===== src/rtl/decode_queue.sv =====
// RV32I decoder feeding a DEPTH-entry queue of registered control bundles.
// Fetch pushes raw instructions; execute pops fully decoded entries.
module decode_queue #(
  parameter int XLEN     = 32,
  parameter int DEPTH    = 2,
  parameter bit EN_SHIFT = 1'b1
) (
  input  logic            clk,
  input  logic            rst,
  input  logic            flush,
  input  logic            in_valid,
  output logic            in_ready,
  input  logic [31:0]     in_instr,
  input  logic [XLEN-1:0] in_pc,
  output logic            out_valid,
  input  logic            out_ready,
  output logic [XLEN-1:0] out_pc,
  output logic [4:0]      out_alu_op,
  output logic [XLEN-1:0] out_imm,
  output logic [4:0]      out_rs1,
  output logic [4:0]      out_rs2,
  output logic [4:0]      out_rd,
  output logic            out_we,
  output logic            out_mem_read,
  output logic            out_mem_write,
  output logic [1:0]      out_rf_src,
  output logic [XLEN-1:0] out_branch_target,
  output logic            out_illegal,
  output logic [15:0]     illegal_count
);

  localparam int PW = (DEPTH > 1) ? $clog2(DEPTH) : 1;
  localparam int CW = $clog2(DEPTH + 1);

  localparam logic [4:0] ALU_ADD = 5'd0,  ALU_SUB = 5'd1,  ALU_AND = 5'd2,  ALU_OR  = 5'd3;
  localparam logic [4:0] ALU_XOR = 5'd4,  ALU_SLT = 5'd5,  ALU_SLL = 5'd6,  ALU_SRL = 5'd7;
  localparam logic [4:0] ALU_SRA = 5'd8,  ALU_LUI = 5'd9,  ALU_BEQ = 5'd10, ALU_BNE = 5'd11;
  localparam logic [4:0] ALU_BLT = 5'd12, ALU_BGE = 5'd13, ALU_JAL = 5'd14, ALU_JALR = 5'd15;
  localparam logic [4:0] ALU_ILL = 5'd31;

  typedef struct packed {
    logic [XLEN-1:0] pc;
    logic [4:0]      alu_op;
    logic [XLEN-1:0] imm;
    logic [4:0]      rs1;
    logic [4:0]      rs2;
    logic [4:0]      rd;
    logic            we;
    logic            mem_read;
    logic            mem_write;
    logic [1:0]      rf_src;
    logic [XLEN-1:0] target;
    logic            illegal;
  } entry_t;

  logic [6:0]      w_opcode;
  logic [2:0]      w_f3;
  logic [6:0]      w_f7;
  logic [XLEN-1:0] w_imm_i, w_imm_s, w_imm_b, w_imm_j, w_imm_u;
  entry_t          w_dec;
  logic            w_legal;
  logic            w_shift;

  entry_t          r_mem [DEPTH];
  logic [PW-1:0]   r_wr_ptr, r_rd_ptr;
  logic [CW-1:0]   r_count;
  logic [15:0]     r_ill_cnt;
  logic            w_push, w_pop;
  entry_t          w_head;

  assign w_opcode = in_instr[6:0];
  assign w_f3     = in_instr[14:12];
  assign w_f7     = in_instr[31:25];
  assign w_imm_i  = XLEN'($signed(in_instr[31:20]));
  assign w_imm_s  = XLEN'($signed({in_instr[31:25], in_instr[11:7]}));
  assign w_imm_b  = XLEN'($signed({in_instr[31], in_instr[7], in_instr[30:25], in_instr[11:8], 1'b0}));
  assign w_imm_j  = XLEN'($signed({in_instr[31], in_instr[19:12], in_instr[20], in_instr[30:21], 1'b0}));
  assign w_imm_u  = XLEN'($signed({in_instr[31:12], 12'h000}));

  always_comb begin
    w_dec    = '0;
    w_dec.pc = in_pc;
    w_legal  = 1'b1;
    w_shift  = 1'b0;
    case (w_opcode)
      7'b0110011: begin
        w_dec.rs1 = in_instr[19:15];
        w_dec.rs2 = in_instr[24:20];
        w_dec.rd  = in_instr[11:7];
        w_dec.we  = 1'b1;
        case ({w_f7, w_f3})
          10'b0000000_000: w_dec.alu_op = ALU_ADD;
          10'b0000000_001: begin w_dec.alu_op = ALU_SLL; w_shift = 1'b1; end
          10'b0000000_010: w_dec.alu_op = ALU_SLT;
          10'b0000000_100: w_dec.alu_op = ALU_XOR;
          10'b0000000_101: begin w_dec.alu_op = ALU_SRL; w_shift = 1'b1; end
          10'b0000000_110: w_dec.alu_op = ALU_OR;
          10'b0000000_111: w_dec.alu_op = ALU_AND;
          10'b0100000_000: w_dec.alu_op = ALU_SUB;
          10'b0100000_101: begin w_dec.alu_op = ALU_SRA; w_shift = 1'b1; end
          default:         w_legal = 1'b0;
        endcase
      end
      7'b0010011: begin
        w_dec.rs1 = in_instr[19:15];
        w_dec.rd  = in_instr[11:7];
        w_dec.imm = w_imm_i;
        w_dec.we  = 1'b1;
        case (w_f3)
          3'b000: w_dec.alu_op = ALU_ADD;
          3'b010: w_dec.alu_op = ALU_SLT;
          3'b100: w_dec.alu_op = ALU_XOR;
          3'b110: w_dec.alu_op = ALU_OR;
          3'b111: w_dec.alu_op = ALU_AND;
          3'b001: begin
            w_shift       = 1'b1;
            w_dec.alu_op  = ALU_SLL;
            w_legal       = (w_f7 == 7'b0000000);
          end
          3'b101: begin
            w_shift       = 1'b1;
            w_dec.alu_op  = (w_f7 == 7'b0100000) ? ALU_SRA : ALU_SRL;
            w_legal       = (w_f7 == 7'b0000000) || (w_f7 == 7'b0100000);
          end
          default: w_legal = 1'b0;
        endcase
      end
      7'b0000011: begin
        w_legal        = (w_f3 == 3'b010);
        w_dec.alu_op   = ALU_ADD;
        w_dec.rs1      = in_instr[19:15];
        w_dec.rd       = in_instr[11:7];
        w_dec.imm      = w_imm_i;
        w_dec.mem_read = 1'b1;
        w_dec.rf_src   = 2'b01;
        w_dec.we       = 1'b1;
      end
      7'b0100011: begin
        w_legal         = (w_f3 == 3'b010);
        w_dec.alu_op    = ALU_ADD;
        w_dec.rs1       = in_instr[19:15];
        w_dec.rs2       = in_instr[24:20];
        w_dec.imm       = w_imm_s;
        w_dec.mem_write = 1'b1;
      end
      7'b1100011: begin
        w_dec.rs1    = in_instr[19:15];
        w_dec.rs2    = in_instr[24:20];
        w_dec.imm    = w_imm_b;
        w_dec.target = in_pc + w_imm_b;
        case (w_f3)
          3'b000:  w_dec.alu_op = ALU_BEQ;
          3'b001:  w_dec.alu_op = ALU_BNE;
          3'b100:  w_dec.alu_op = ALU_BLT;
          3'b101:  w_dec.alu_op = ALU_BGE;
          default: w_legal = 1'b0;
        endcase
      end
      7'b1101111: begin
        w_dec.alu_op = ALU_JAL;
        w_dec.rd     = in_instr[11:7];
        w_dec.imm    = w_imm_j;
        w_dec.target = in_pc + w_imm_j;
        w_dec.rf_src = 2'b11;
        w_dec.we     = 1'b1;
      end
      7'b1100111: begin
        w_legal      = (w_f3 == 3'b000);
        w_dec.alu_op = ALU_JALR;
        w_dec.rs1    = in_instr[19:15];
        w_dec.rd     = in_instr[11:7];
        w_dec.imm    = w_imm_i;
        w_dec.rf_src = 2'b11;
        w_dec.we     = 1'b1;
      end
      7'b0110111: begin
        w_dec.alu_op = ALU_LUI;
        w_dec.rd     = in_instr[11:7];
        w_dec.imm    = w_imm_u;
        w_dec.rf_src = 2'b10;
        w_dec.we     = 1'b1;
      end
      default: w_legal = 1'b0;
    endcase
    // Illegal entries keep only the PC so the consumer can report the trap address.
    if (!w_legal || (w_shift && !EN_SHIFT)) begin
      w_dec         = '0;
      w_dec.pc      = in_pc;
      w_dec.alu_op  = ALU_ILL;
      w_dec.illegal = 1'b1;
    end
    if (w_dec.rd == 5'd0) w_dec.we = 1'b0;
  end

  // Handshake: a transfer on either side happens at a rising edge where valid and
  // ready are both high and flush is low; ready/valid are pure functions of the
  // registered count, never of the partner's signal.
  assign in_ready  = (r_count != CW'(DEPTH));
  assign out_valid = (r_count != '0);
  assign w_push    = in_valid && in_ready && !flush;
  assign w_pop     = out_valid && out_ready && !flush;

  function automatic logic [PW-1:0] ptr_inc(input logic [PW-1:0] p);
    return (p == PW'(DEPTH - 1)) ? '0 : p + PW'(1);
  endfunction

  always_ff @(posedge clk or negedge rst) begin
    if (!rst) begin
      r_wr_ptr  <= '0;
      r_rd_ptr  <= '0;
      r_count   <= '0;
      r_ill_cnt <= '0;
      for (int i = 0; i < DEPTH; i++) r_mem[i] <= '0;
    end else if (flush) begin
      r_wr_ptr <= '0;
      r_rd_ptr <= '0;
      r_count  <= '0;
    end else begin
      if (w_push) begin
        r_mem[r_wr_ptr] <= w_dec;
        r_wr_ptr        <= ptr_inc(r_wr_ptr);
        if (w_dec.illegal && (r_ill_cnt != 16'hFFFF)) r_ill_cnt <= r_ill_cnt + 16'd1;
      end
      if (w_pop) r_rd_ptr <= ptr_inc(r_rd_ptr);
      case ({w_push, w_pop})
        2'b10:   r_count <= r_count + CW'(1);
        2'b01:   r_count <= r_count - CW'(1);
        default: r_count <= r_count;
      endcase
    end
  end

  assign w_head            = r_mem[r_rd_ptr];
  assign out_pc            = w_head.pc;
  assign out_alu_op        = w_head.alu_op;
  assign out_imm           = w_head.imm;
  assign out_rs1           = w_head.rs1;
  assign out_rs2           = w_head.rs2;
  assign out_rd            = w_head.rd;
  assign out_we            = w_head.we;
  assign out_mem_read      = w_head.mem_read;
  assign out_mem_write     = w_head.mem_write;
  assign out_rf_src        = w_head.rf_src;
  assign out_branch_target = w_head.target;
  assign out_illegal       = w_head.illegal;
  assign illegal_count     = r_ill_cnt;

endmodule


===== config.mk =====
export PLATFORM = sky130hd
export DESIGN_NAME = decode_queue
export DESIGN_NICKNAME = d
export VERILOG_FILES = /design/src/rtl/decode_queue.sv
export SDC_FILE = /design/constraint.sdc
export NUM_CORES = 1
export LEC_CHECK = 0
export BUFFER_PORTS_ARGS = -buffer_cell sky130_fd_sc_hd__buf_4
export CORE_ASPECT_RATIO = 1.75
export CORE_UTILIZATION = 35
export CTS_BUF_LIST = sky130_fd_sc_hd__clkbuf_4 sky130_fd_sc_hd__clkbuf_8 sky130_fd_sc_hd__clkbuf_16
export DETAILED_ROUTE_END_ITERATION = 7
export PLACE_DENSITY = 0.49
export REMOVE_ABC_BUFFERS = 1
export SLEW_MARGIN = 10
export SYNTH_ARGS = -nofsm -noshare
export SYNTH_HDL_FRONTEND = slang
export SYNTH_SLANG_ARGS = --single-unit

===== constraint.sdc =====
create_clock -name clk -period 3.2 [get_ports clk]
set_input_delay 0.48 -clock clk [delete_from_list [all_inputs] [get_ports clk]]
set_output_delay 0.48 -clock clk [all_outputs]
set_load 0.02 [all_outputs]

# Yosys cells after proc, flatten, opt, wreduce, memory -nomap -nowiden
# Cells that the tools add are included.
dict set report word_totals {
  register_bits 264
  inputBits 69
  output_inout_bits 140
  word_cells 129
}
dict set report classes {
  addsub 7
  n_lt_le_gt_ge 3
  eq_ne 27
  mux 33
  bitwise 3
  n_reduce_logical 28
}
# operator count
set op_table {}
lappend op_table {{$mux W122} 4}
lappend op_table {{$bwmux W244} 1}
lappend op_table {{$pmux W32 S5} 1}
lappend op_table {{$demux W122 S1} 1}
lappend op_table {{$mux W90} 1}
lappend op_table {{$add A32 B32 Y32} 2}
lappend op_table {{$pmux W32 S2} 1}
lappend op_table {{$eq A10 B3 Y1 const B} 4}
lappend op_table {{$pmux W4 S8} 1}
lappend op_table {{$pmux W5 S6} 1}
lappend op_table {{$eq A7 B6 Y1 const B} 4}
lappend op_table {{$pmux W4 S6} 1}
lappend op_table {{$eq A7 B7 Y1 const B} 3}
lappend op_table {{$eq A10 B9 Y1 const B} 2}
lappend op_table {{$add A16 B1 Y16 const B} 1}
lappend op_table {{$ne A16 B16 Y1 const B} 1}
lappend op_table {{$pmux W4 S4} 1}
lappend op_table {{$eq A3 B3 Y1 const B} 4}
lappend op_table {{$reduce_or A6 Y1} 2}
lappend op_table {{$mux W1} 11}
lappend op_table {{$eq A10 B1 Y1 const B} 1}
lappend op_table {{$eq A10 B2 Y1 const B} 1}
lappend op_table {{$logic_not A10 Y1} 1}
lappend op_table {{$mux W5} 2}
lappend op_table {{36 further kinds} 49}

# Logic depth before layout (Yosys ltp)
# Gate-level depths: netlist (run 1).
dict set report logic_depth {
  word_depth 8
  ltp_mapped 15
  ltp_nobuf 14
}

# Worst setup path after synthesis (run 1)
# No wires, ideal clock.
dict set report synth_timing {
  path_kind {input -> register}
  from {in in_instr[2]}
  to {reg r_mem[22] in the netlist's numbering}
  arrival_ns 3.522
  required_ns 3.078
  setup_slack_ns -0.444
  cell_stages 15
  path_buffers 1
  path_cell_list {and4_1 and3_1 and2_1 clkbuf_1 nand2_1 nand2_1 ha_1 fa_1 a21o_1 a221oi_1 a2111o_1 nand2_1 nand2b_1 a311o_1 a32o_1}
}
dict set report synth_between {
  elab_chain_len 5
  word_cells_on_any_way 14
  classes_between {eq/ne (8); mux (4); reduce/logical (2)}
}
# element line
set synth_lines {}
lappend synth_lines {{start, declared} 13} ;# input logic [31:0] in_instr,
lappend synth_lines {{$eq A7 B6 Y1, or another cell as far along} 85} ;# case (w_opcode)
lappend synth_lines {{$reduce_or A2 Y1 (no source line)} --}
lappend synth_lines {{$pmux W1 S6} 85}
lappend synth_lines {{$mux W90 (*)} 186} ;# if (!w_legal || (w_shift && !EN_SHIFT)) begin
lappend synth_lines {{$bwmux W244 (*)} 220} ;# r_mem[r_wr_ptr] <= w_dec;
lappend synth_lines {{end signal, assigned by index} 220}
lappend synth_lines {{end, declared} 64} ;# entry_t r_mem [DEPTH];
# Mark *: on every way between the ends. The rest lies on a longest branch, timed or not.
# A chain may end at the register's enable or synchronous reset.

# Final worst setup path (run 1)
dict set report layout_timing {
  from {in in_instr[2]}
  to {reg r_mem[151] in the netlist's numbering}
}
# The elaborated chain is that of the path after synthesis.

==> results of run 1 <==
==> stage by stage <==
stage               worst slack, ns  cell area (sq um)  hold slack (ns)  cells
finish                       0.2002              18030           0.1351   2319
floorplan                    -1.902              13770           0.1844   1443
detailed placement          -0.5733              17030           0.4567   2269
global placement            -0.5251              17030           0.4512   2269
global route                0.01406              18030           0.1411   2319
CTS                        0.009876              17970           0.1196   2318
==> final cells by class <==
cell class,count,area share (%)
clock buffers,38,4.447
clock inverters,10,0.7285
inverters,19,0.3954
multi-input cells,1162,40.08
flip-flops and latches,262,36.37
well taps,495,3.434
repair buffers,333,14.54
==> cell families (layout without fill, tap and decap cells) <==
logic type	after synthesis	after routing	synth area share, %
simple gates	637	637	19.47
compound gates	307	307	13.91
mux	149	149	11.84
flops	262	262	46.33
fa+ha+maj	36	36	3.236
buf+inv	114	400	3.174
xor+xnor	33	33	2.042
==> power by group through the flow <==
stage | logic [mW] | clock network [mW] | registers (mW)
floorplan | 1.14 | 0 | 3.94
detailed placement | 2.15 | 0 | 3.93
CTS | 2.16 | 3.45 | 3.87
global placement | 2.13 | 0 | 3.92
finish | 2.13 | 3.35 | 3.87
global route | 2.34 | 3.55 | 3.91
==> cell usage in the layout, fill, tap and decap left out, types with 22 or more instances in the layout <==
cell type / synthesis / final
a21oi_1: 73 / 72
buf_4: 3 / 322
clkbuf_16: 0 / 27
dfrtp_1: 262 / 261
ha_1: 35 / 35
mux2_2: 147 / 147
nand2_1: 448 / 445
nor2_1: 61 / 60
o211ai_1: 23 / 23
o21ai_0: 93 / 92
o31ai_1: 25 / 25
xor2_1: 22 / 22
==> final timing paths <==
path | startpoint | endpoint
max | in_instr[2] | r_mem[151]
min | in_pc[0] | r_mem[90]
max reg2reg | illegal_count[0] | illegal_count[13]
min reg2reg | r_mem[243] | r_mem[243]
max in group asynchronous | rst | r_mem[238]
min in group asynchronous | rst | r_mem[110]
==> what timing repair did <==
action,CTS,global route
hold buffers,1,0
endpoints found under the setup margin,0,26
gates resized for setup,0,13
hold endpoints to repair,60,0
setup buffers,0,1
==> worst max-delay path: stages <==
cell,delay (ns)
buf_4,0.09
and4_4,0.24
and3_4,0.20
nand2_2,0.08
buf_4,0.17
nand2_2,0.13
o21ai_0,0.10
ha_1,0.32
and3_1,0.18
nand3_1,0.11
a311o_1,0.35
a31oi_1,0.14
buf_4,0.17
o221ai_1,0.14
and3_1,0.21
o41ai_1,0.32
==> state kept, by name, summed over array words and instances (netlist names) <==
signal / flops
r_mem: 242
illegal_count: 16
r_rd_ptr: 1
r_count: 2
r_wr_ptr: 1
==> layer usage <==
metal	share of wire (%)	routed length, microns	GRT usage [%]	vias to the layer above
li1	-	-	-	5873
met3	3.9	1766	3.290	70
met5	0	0	0	-
met1	38	17410	24.42	5885
met2	55	24830	42.78	224
met4	3.3	1512	8.054	0
==> run_results.csv, run 1 <==
group,metric,value,unit
outcome,status,"finished, final reports clean",
final_layout,final_nets,1910,
power,p_leak,8.719,nW
synthesis,ys_seq_area_share,46.33,%
power,internal_power,6.552,mW
final_layout,drive_gt1_share,31.09,%
global_routing,overflow,0,
critical_path,endpoint_kind,"flop",
clock_tree,clockBufferDepth,3,
timing,worst_clock_skew,0.007536,ns
critical_path,cp-start-kind,"primary input",
synthesis,synth.avg_cell_area,9.201,sq um
die,die_w,154,microns
die,core,0.03993,sq mm
die,dieHeight,268,microns
power,p_comb_share,22.8,%
global_routing,grt_max_degree,82,
global_routing,grt_pass1_vias,12370,
synthesis,yosys.cell_types.count,71,
timing,worstMarginPinSlew,1.178,ns
timing,drv_slew,0,
synthesis,synth_top_cell_area_share,46.33,%
global_routing,grt_usage,22.23,%
place,gp_congestion,0.8588,
timing,setup_violations,0,
critical_path,path_class,"primary input to flop",
min_path,hold_path_class,"primary input to flop",
timing,final.min_clock_period,3.000,ns
final_layout,num_antenna_cells,0,
timing,maxSlewHeadroom,21.45,%
timing,fmax,333.4,MHz
critical_path,worstPathMaxFanout,10,
power,power,9.350,mW
power,swShare,29.92,%
synthesis,synth-seq-cells,262,
power,peakVddDrop,351.9,uV
clock_tree,h-tree-depth,1,
clock_tree,cts_buffers,27,
drt,via_per_inst,5.197,
final_layout,final_core_util,45.17,%
drt,final_antenna_net_count,0,
timing,post-route-period-util,93.75,%
drt,drc,0,
critical_path,r2r_cells,9,
drt,wl_per_cell,19.63,microns
clock_tree,cts.sinks,262,
synthesis,netlist_area,0.01415,sq mm
place,dpl.hpwl,32840,microns
final_layout,fill_cells,3914,
synthesis,async_flop_share,100.0,%
synthesis,ys_warn_count,0,
power,clkPwrFrac,35.8,%
run,cap_viol_max_count,0,
die,io_pins,209,
min_path,hold_depth,3,
drt,drt_iter0_drc,598,
final_layout,seq_area,0.006560,sq mm
timing,hold_viol_final,0,
synthesis,synthCells,1538,
final_layout,areaGrowthSynthToFinish,27.44,%
global_routing,antenna_found_initial,0,
clock_tree,cts.clk_slew.worst_paths,0.06,ns
global_routing,grt_pass1_wl,70680,microns
power,p_switching,2.797,mW
critical_path,r2r_slack,0.60,ns
drt,vias,12050,
drt,routed_wl,45520,microns
place,io_buffers,208,
drt,drtPass1Iterations,5,
clock_tree,clock-root-buffer,"clkbuf_16",
clock_tree,clk_latency,0.56,ns
die,rows,97,
timing,rsz0062_at_grt,"false",
synthesis,yosys.area.top_type,"dfrtp_1",
critical_path,arrival,3.45,ns
clock_tree,cts_tree,"done",
synthesis,synthTopCellsByArea,"dfrtp_1 (46%), nand2_1 (12%), mux2_2 (12%)",
synthesis,synth_edf_count,0,
die,die_area,0.04127,sq mm
final_layout,multi_input_area,0.007228,sq mm
synthesis,synthFlopType,"dfrtp_1",
power,pwr-share-seq,41.4,%
power,p_per_area,518.4,mW/mm^2
die,initial_core_util,35.44,%
critical_path,crit_required,3.65,ns
synthesis,synth_most_common_cell,"nand2_1",
synthesis,synthTopCellsByCount,"nand2_1 (448), dfrtp_1 (262), mux2_2 (147)",
timing,setup_tns,0,ns
Power figures use the tool's default switching activity.
==> run 2, diff against run 1 <==
--- a/config.mk
+++ b/config.mk
@@ -7,10 +7,10 @@
 export LEC_CHECK = 0
 export BUFFER_PORTS_ARGS = -buffer_cell sky130_fd_sc_hd__buf_4
 export CORE_ASPECT_RATIO = 1.75
-export CORE_UTILIZATION = 35
+export CORE_UTILIZATION = 60
 export CTS_BUF_LIST = sky130_fd_sc_hd__clkbuf_4 sky130_fd_sc_hd__clkbuf_8 sky130_fd_sc_hd__clkbuf_16
 export DETAILED_ROUTE_END_ITERATION = 7
-export PLACE_DENSITY = 0.49
+export PLACE_DENSITY = 0.79
 export REMOVE_ABC_BUFFERS = 1
 export SLEW_MARGIN = 10
 export SYNTH_ARGS = -nofsm -noshare
==> run_results.csv, run 2 (same netlist as run 1, synthesis figures left out) <==
group,metric,value,unit
drt,drt_iter0_drc,1061,
clock_tree,clk_latency,0.54,ns
final_layout,most-common-layout-cells,"nand2_1 (444), buf_4 (298), dfrtp_1 (261)",
critical_path,endpoint_kind,"flop",
final_layout,largest_reg_flops,242,
clock_tree,clock-root-buffer,"clkbuf_16",
global_routing,grt_max_degree,154,
global_routing,antenna_found_initial,0,
run,cap_viol_max_count,0,
timing,setup_tns,0,ns
final_layout,layout_commonest_cell,"nand2_1",
critical_path,r2r_slack,0.62,ns
final_layout,largest_register,"r_mem",
final_layout,drive_gt1_share,30.33,%
clock_tree,cts.clk_slew.worst_paths,0.06,ns
power,swShare,29.76,%
timing,finalWorstSetupSlack,0.1222,ns
min_path,hold_depth,3,
timing,hold_viol_final,0,
clock_tree,cts.sinks,262,
final_layout,stdcell_area,0.01758,sq mm
critical_path,arrival,3.50,ns
clock_tree,cts_buffers,25,
drt,routed_wl,40550,microns
critical_path,r2r_cells,8,
place,dp_slack,-0.6150,ns
timing,drv_slew,0,
die,die_area,0.02423,sq mm
global_routing,grt_util_met1,37.67,%
timing,final.min_clock_period,3.078,ns
timing,maxSlewHeadroom,36.10,%
final_layout,fill_cells,1662,
global_routing,grtUsageMet3,4.872,%
power,clkPwrFrac,34.1,%
critical_path,crit_required,3.62,ns
outcome,status,"finished, final reports clean",
drt,final_antenna_net_count,0,
die,io_pins,209,
critical_path,path_class,"primary input to flop",
drt,via_per_inst,5.922,
power,p_leak,8.570,nW
global_routing,grt_pass1_wl,64520,microns
final_layout,final_nets,1883,
drt,drtPass1Iterations,7,
die,die_w,118.1,microns
critical_path,worstPathMaxFanout,4,
power,p_switching,2.705,mW
place,place_area,0.01657,sq mm
place,dpl.hpwl,28320,microns
global_routing,grt_busiest_layer,"met2",
timing,post-route-period-util,96.18,%
power,p_comb_share,23.1,%
timing,fmax,324.9,MHz
power,power,9.089,mW
power,pwr-share-seq,42.8,%
timing,worst_clock_skew,0.01254,ns
place,gp_congestion,0.9277,
power,peakVddDrop,516.5,uV
drt,vias,12440,
power,internal_power,6.383,mW
die,rows,74,
min_path,hold_path_class,"primary input to flop",
global_routing,grt_use_met2,61.55,%
timing,setup_violations,0,
die,dieHeight,205.2,microns
global_routing,grt_usage,33.66,%
clock_tree,clockBufferDepth,3,
final_layout,num_antenna_cells,0,
global_routing,overflow,0,
clock_tree,h-tree-depth,1,
timing,rsz0062_at_grt,"false",
final_layout,areaGrowthSynthToFinish,24.26,%
drt,drc,0,
drt,wl_per_cell,19.30,microns
global_routing,grt_pass1_vias,12700,
timing,worstMarginPinSlew,0.9585,ns
die,initial_core_util,60.89,%
power,p_per_area,516.9,mW/mm^2
critical_path,cp-start-kind,"primary input",
die,core,0.02324,sq mm
place,io_buffers,208,
clock_tree,cts_tree,"done",
timing,hold_ws,0.1640,ns
==> run 2: layout make-up <==
type                            instances  area, sq um  share of cell area [%]
Clock buffer                           38        773.2                   4.397
Clock inverter                          8        96.34                  0.5479
Inverter                               19        71.32                  0.4056
Multi-Input combinational cell       1162         7281                   41.40
Sequential cell                       262         6560                   37.31
Tap cell                              304        380.4                   2.163
Timing Repair Buffer                  308         2422                   13.78
==> run 2: what timing repair did <==
action	4_1_cts	5_1_grt
resized for setup	2	17
setup buffers	1	2
endpoints found under the hold margin	71	0
setup endpoints to repair	4	30
hold buffers	1	0
pin swaps	2	6
==> run 2: critical path, stage by stage <==
cell,delay (ns)
buf_4,0.12
and4_4,0.20
and3_4,0.18
and2_1,0.20
nand2_1,0.08
nand2_1,0.05
ha_1,0.20
fa_2,0.36
a21o_1,0.22
a221oi_2,0.23
buf_4,0.16
a2111o_1,0.13
nand2_2,0.07
buf_4,0.15
o211ai_1,0.20
a21oi_1,0.15
o41ai_2,0.30
==> run 2: metal layers <==
layer	share of wire [%]	vias up
met5	0	-
met4	4.9	0
met3	4.8	123
met2	53	437
met1	37	6059
li1	-	5823
==> run 2: power groups by stage <==
stage               registers [mW]  clock network (mW)  logic [mW]
global route                  3.93                3.27        2.28
floorplan                     3.94                   0        1.14
global placement              3.92                   0        2.03
CTS                           3.88                3.14        2.08
finish                        3.89                3.10        2.10
detailed placement            3.94                   0        2.07
==> run 2: path summary, 6_finish.rpt <==
check	startpoint	end
min reg2reg	r_mem[118]	r_mem[118]
max in group asynchronous	rst	r_mem[82]
max reg2reg	illegal_count[0]	illegal_count[13]
min	in_pc[0]	r_mem[212]
min in group asynchronous	rst	r_mem[90]
max	in_instr[2]	r_mem[148]
==> run 2: through the flow <==
stage | util, % | cells
after floorplan | - | 1443
after global placement | 71.32 | 2051
after detailed placement | 71.32 | 2051
after CTS | 75.16 | 2099
after global routing | 75.66 | 2101
final | 75.66 | 2101
==> run 3, diff against run 2 <==
--- a/config.mk
+++ b/config.mk
@@ -7,10 +7,10 @@
 export LEC_CHECK = 0
 export BUFFER_PORTS_ARGS = -buffer_cell sky130_fd_sc_hd__buf_4
 export CORE_ASPECT_RATIO = 1.75
-export CORE_UTILIZATION = 60
+export CORE_UTILIZATION = 50
 export CTS_BUF_LIST = sky130_fd_sc_hd__clkbuf_4 sky130_fd_sc_hd__clkbuf_8 sky130_fd_sc_hd__clkbuf_16
 export DETAILED_ROUTE_END_ITERATION = 7
-export PLACE_DENSITY = 0.79
+export PLACE_DENSITY = 0.67
 export REMOVE_ABC_BUFFERS = 1
 export SLEW_MARGIN = 10
 export SYNTH_ARGS = -nofsm -noshare
==> run_results.csv, run 3 (same netlist as run 1, synthesis figures left out) <==
group,metric,value,unit
outcome,status,"finished, final reports clean",
min_path,hold_depth,3,
timing,drv_slew,0,
critical_path,rr_startpoint,"r_count[0]",
critical_path,cp_slowest_stage_delay,0.38,ns
critical_path,worstPathMaxFanout,3,
final_layout,final_nets,1878,
die,initial_core_util,50.77,%
critical_path,cp-start-kind,"primary input",
global_routing,grt_pass1_wl,65230,microns
drt,drt_iter0_drc,634,
clock_tree,clk_latency,0.54,ns
drt,final_antenna_net_count,0,
min_path,hold_path_class,"primary input to flop",
power,peakVddDrop,346.3,uV
final_layout,most-common-layout-cells,"nand2_1 (445), buf_4 (292), dfrtp_1 (261)",
timing,fmax,327.0,MHz
die,rows,81,
clock_tree,cts.clk_slew.worst_paths,0.07,ns
timing,maxSlewHeadroom,32.75,%
critical_path,r2r_slack,0.77,ns
power,power,8.932,mW
timing,hold_ws,0.1449,ns
timing,hold_viol_final,0,
place,dpl.hpwl,28960,microns
global_routing,overflow,0,
power,p_per_area,506.8,mW/mm^2
final_layout,num_antenna_cells,0,
clock_tree,clock-root-buffer,"clkbuf_16",
clock_tree,cts_tree,"done",
critical_path,cp_slowest_cell,"fa_2",
die,io_pins,209,
die,core,0.02787,sq mm
final_layout,seq_area,0.006560,sq mm
final_layout,layout_commonest_cell,"nand2_1",
drt,wl_per_cell,18.95,microns
timing,final.min_clock_period,3.058,ns
timing,worstMarginPinSlew,1.009,ns
final_layout,largest_register,"r_mem",
critical_path,path_class,"primary input to flop",
die,dieHeight,224.6,microns
run,cap_viol_max_count,0,
drt,drtPass1Iterations,5,
drt,vias,12150,
global_routing,grt_max_degree,154,
die,die_w,129.2,microns
timing,rsz0062_at_grt,"false",
place,gp_congestion,0.8876,
place,io_buffers,208,
final_layout,areaGrowthSynthToFinish,24.54,%
critical_path,crit_path_cell_trace,"buf_4 > and4_2 > and3_1 > and2_4 > buf_4 > nand2_1 > nand2_1 > fa_2 > a21o_1 > a221oi_2 > buf_4 > a2111o_1 > nand2_1 > nand2b_1 > a311o_1 > a32o_1",
die,die_area,0.02901,sq mm
timing,post-route-period-util,95.56,%
drt,via_per_inst,5.618,
global_routing,antenna_found_initial,0,
drt,drc,0,
clock_tree,h-tree-depth,1,
timing,setup_violations,0,
drt,routed_wl,40980,microns
critical_path,endpoint_kind,"flop",
min_path,hp-start,"in_pc[23]",
final_layout,drive_gt1_share,30.52,%
critical_path,r2r_cells,5,
clock_tree,clockBufferDepth,3,
timing,worst_clock_skew,0.01608,ns
global_routing,grt_pass1_vias,12440,
final_layout,multi_input_area,0.007320,sq mm
final_layout,fill_cells,2407,
min_path,min_to,"r_mem[235]",
power,p_leak,8.541,nW
global_routing,grt_usage,28.85,%
final_layout,largest_reg_flops,242,
critical_path,crit_required,3.61,ns
clock_tree,cts.sinks,262,
clock_tree,cts_buffers,25,
critical_path,arrival,3.47,ns
critical_path,r2r-end,"r_mem[198]",
## run 3: cell types whose count changed in the layout (fill, tap and decap cells not counted), moves of 2 or more
cell	delta
a21oi_2	+2
a21oi_1	-3
clkbuf_8	-2
nand3_1	-2
nand3_2	+2
buf_4	-6
## run 3: worst max-delay path: cells and delay by family
| kind | cells | cell delay (ns) |
|---|---|---|
| AO/OA/AOI/OAI | 5 | 1.17 |
| adder cells (fa/ha/maj) | 1 | 0.38 |
| AND/OR/NAND/NOR | 7 | 1.02 |
| buffers and inverters | 3 | 0.40 |
## run 3: repair_timing
action                                  CTS  global route
pin swaps                                 1            14
hold buffers                              1             0
endpoints found under the hold margin    62             0
endpoints found under the setup margin    4            31
setup buffers                             0             1
resized for setup                         1            27
## run 3: final cells by class
type | instances | area share (%)
multi-input combinational | 1162 | 41.53
tap | 373 | 2.648
clock buffer | 36 | 4.231
clock inverter | 7 | 0.3621
timing repair buffer | 303 | 13.60
inverter | 19 | 0.4047
sequential | 262 | 37.22
## run 3: power by group
part / internal, mW / switching, mW
sequential: 3.66 / 0.207
clock: 1.69 / 1.27
combinational: 0.891 / 1.21
total: 6.25 / 2.69
## run 3: worst max path at each step
stage	from	endpoint	cells after the start
floorplan	r_count[0]	r_mem[147]	6
global placement	in_instr[2]	r_mem[151]	16
detailed placement	in_instr[2]	r_mem[151]	17
CTS	in_instr[2]	r_mem[148]	17
global route	in_instr[2]	r_mem[148]	16
finish	in_instr[2]	r_mem[144]	16
## run 3: metal layers
| layer | global-route usage [%] | up-vias | wire length [microns] |
|---|---|---|---|
| li1 | - | 5804 | - |
| met1 | 32.48 | 5928 | 15430 |
| met2 | 54.11 | 318 | 22310 |
| met3 | 3.449 | 97 | 1696 |
| met4 | 11.50 | 0 | 1543 |
| met5 | 0 | - | 0 |
## run 3: through the flow
step                      std cells  util (%)  worst slack [ns]  instance area, sq um  TNS [ns]
after floorplan                1443         -            -1.902                 13770   -268.43
after CTS                      2161     62.69           0.02225                 17470         0
final                          2162     63.24            0.1420                 17620         0
after global routing           2162     63.24          0.004062                 17620         0
after detailed placement       2117     59.74           -0.6215                 16650    -16.40
after global placement         2117     59.74           -0.4970                 16650    -13.19
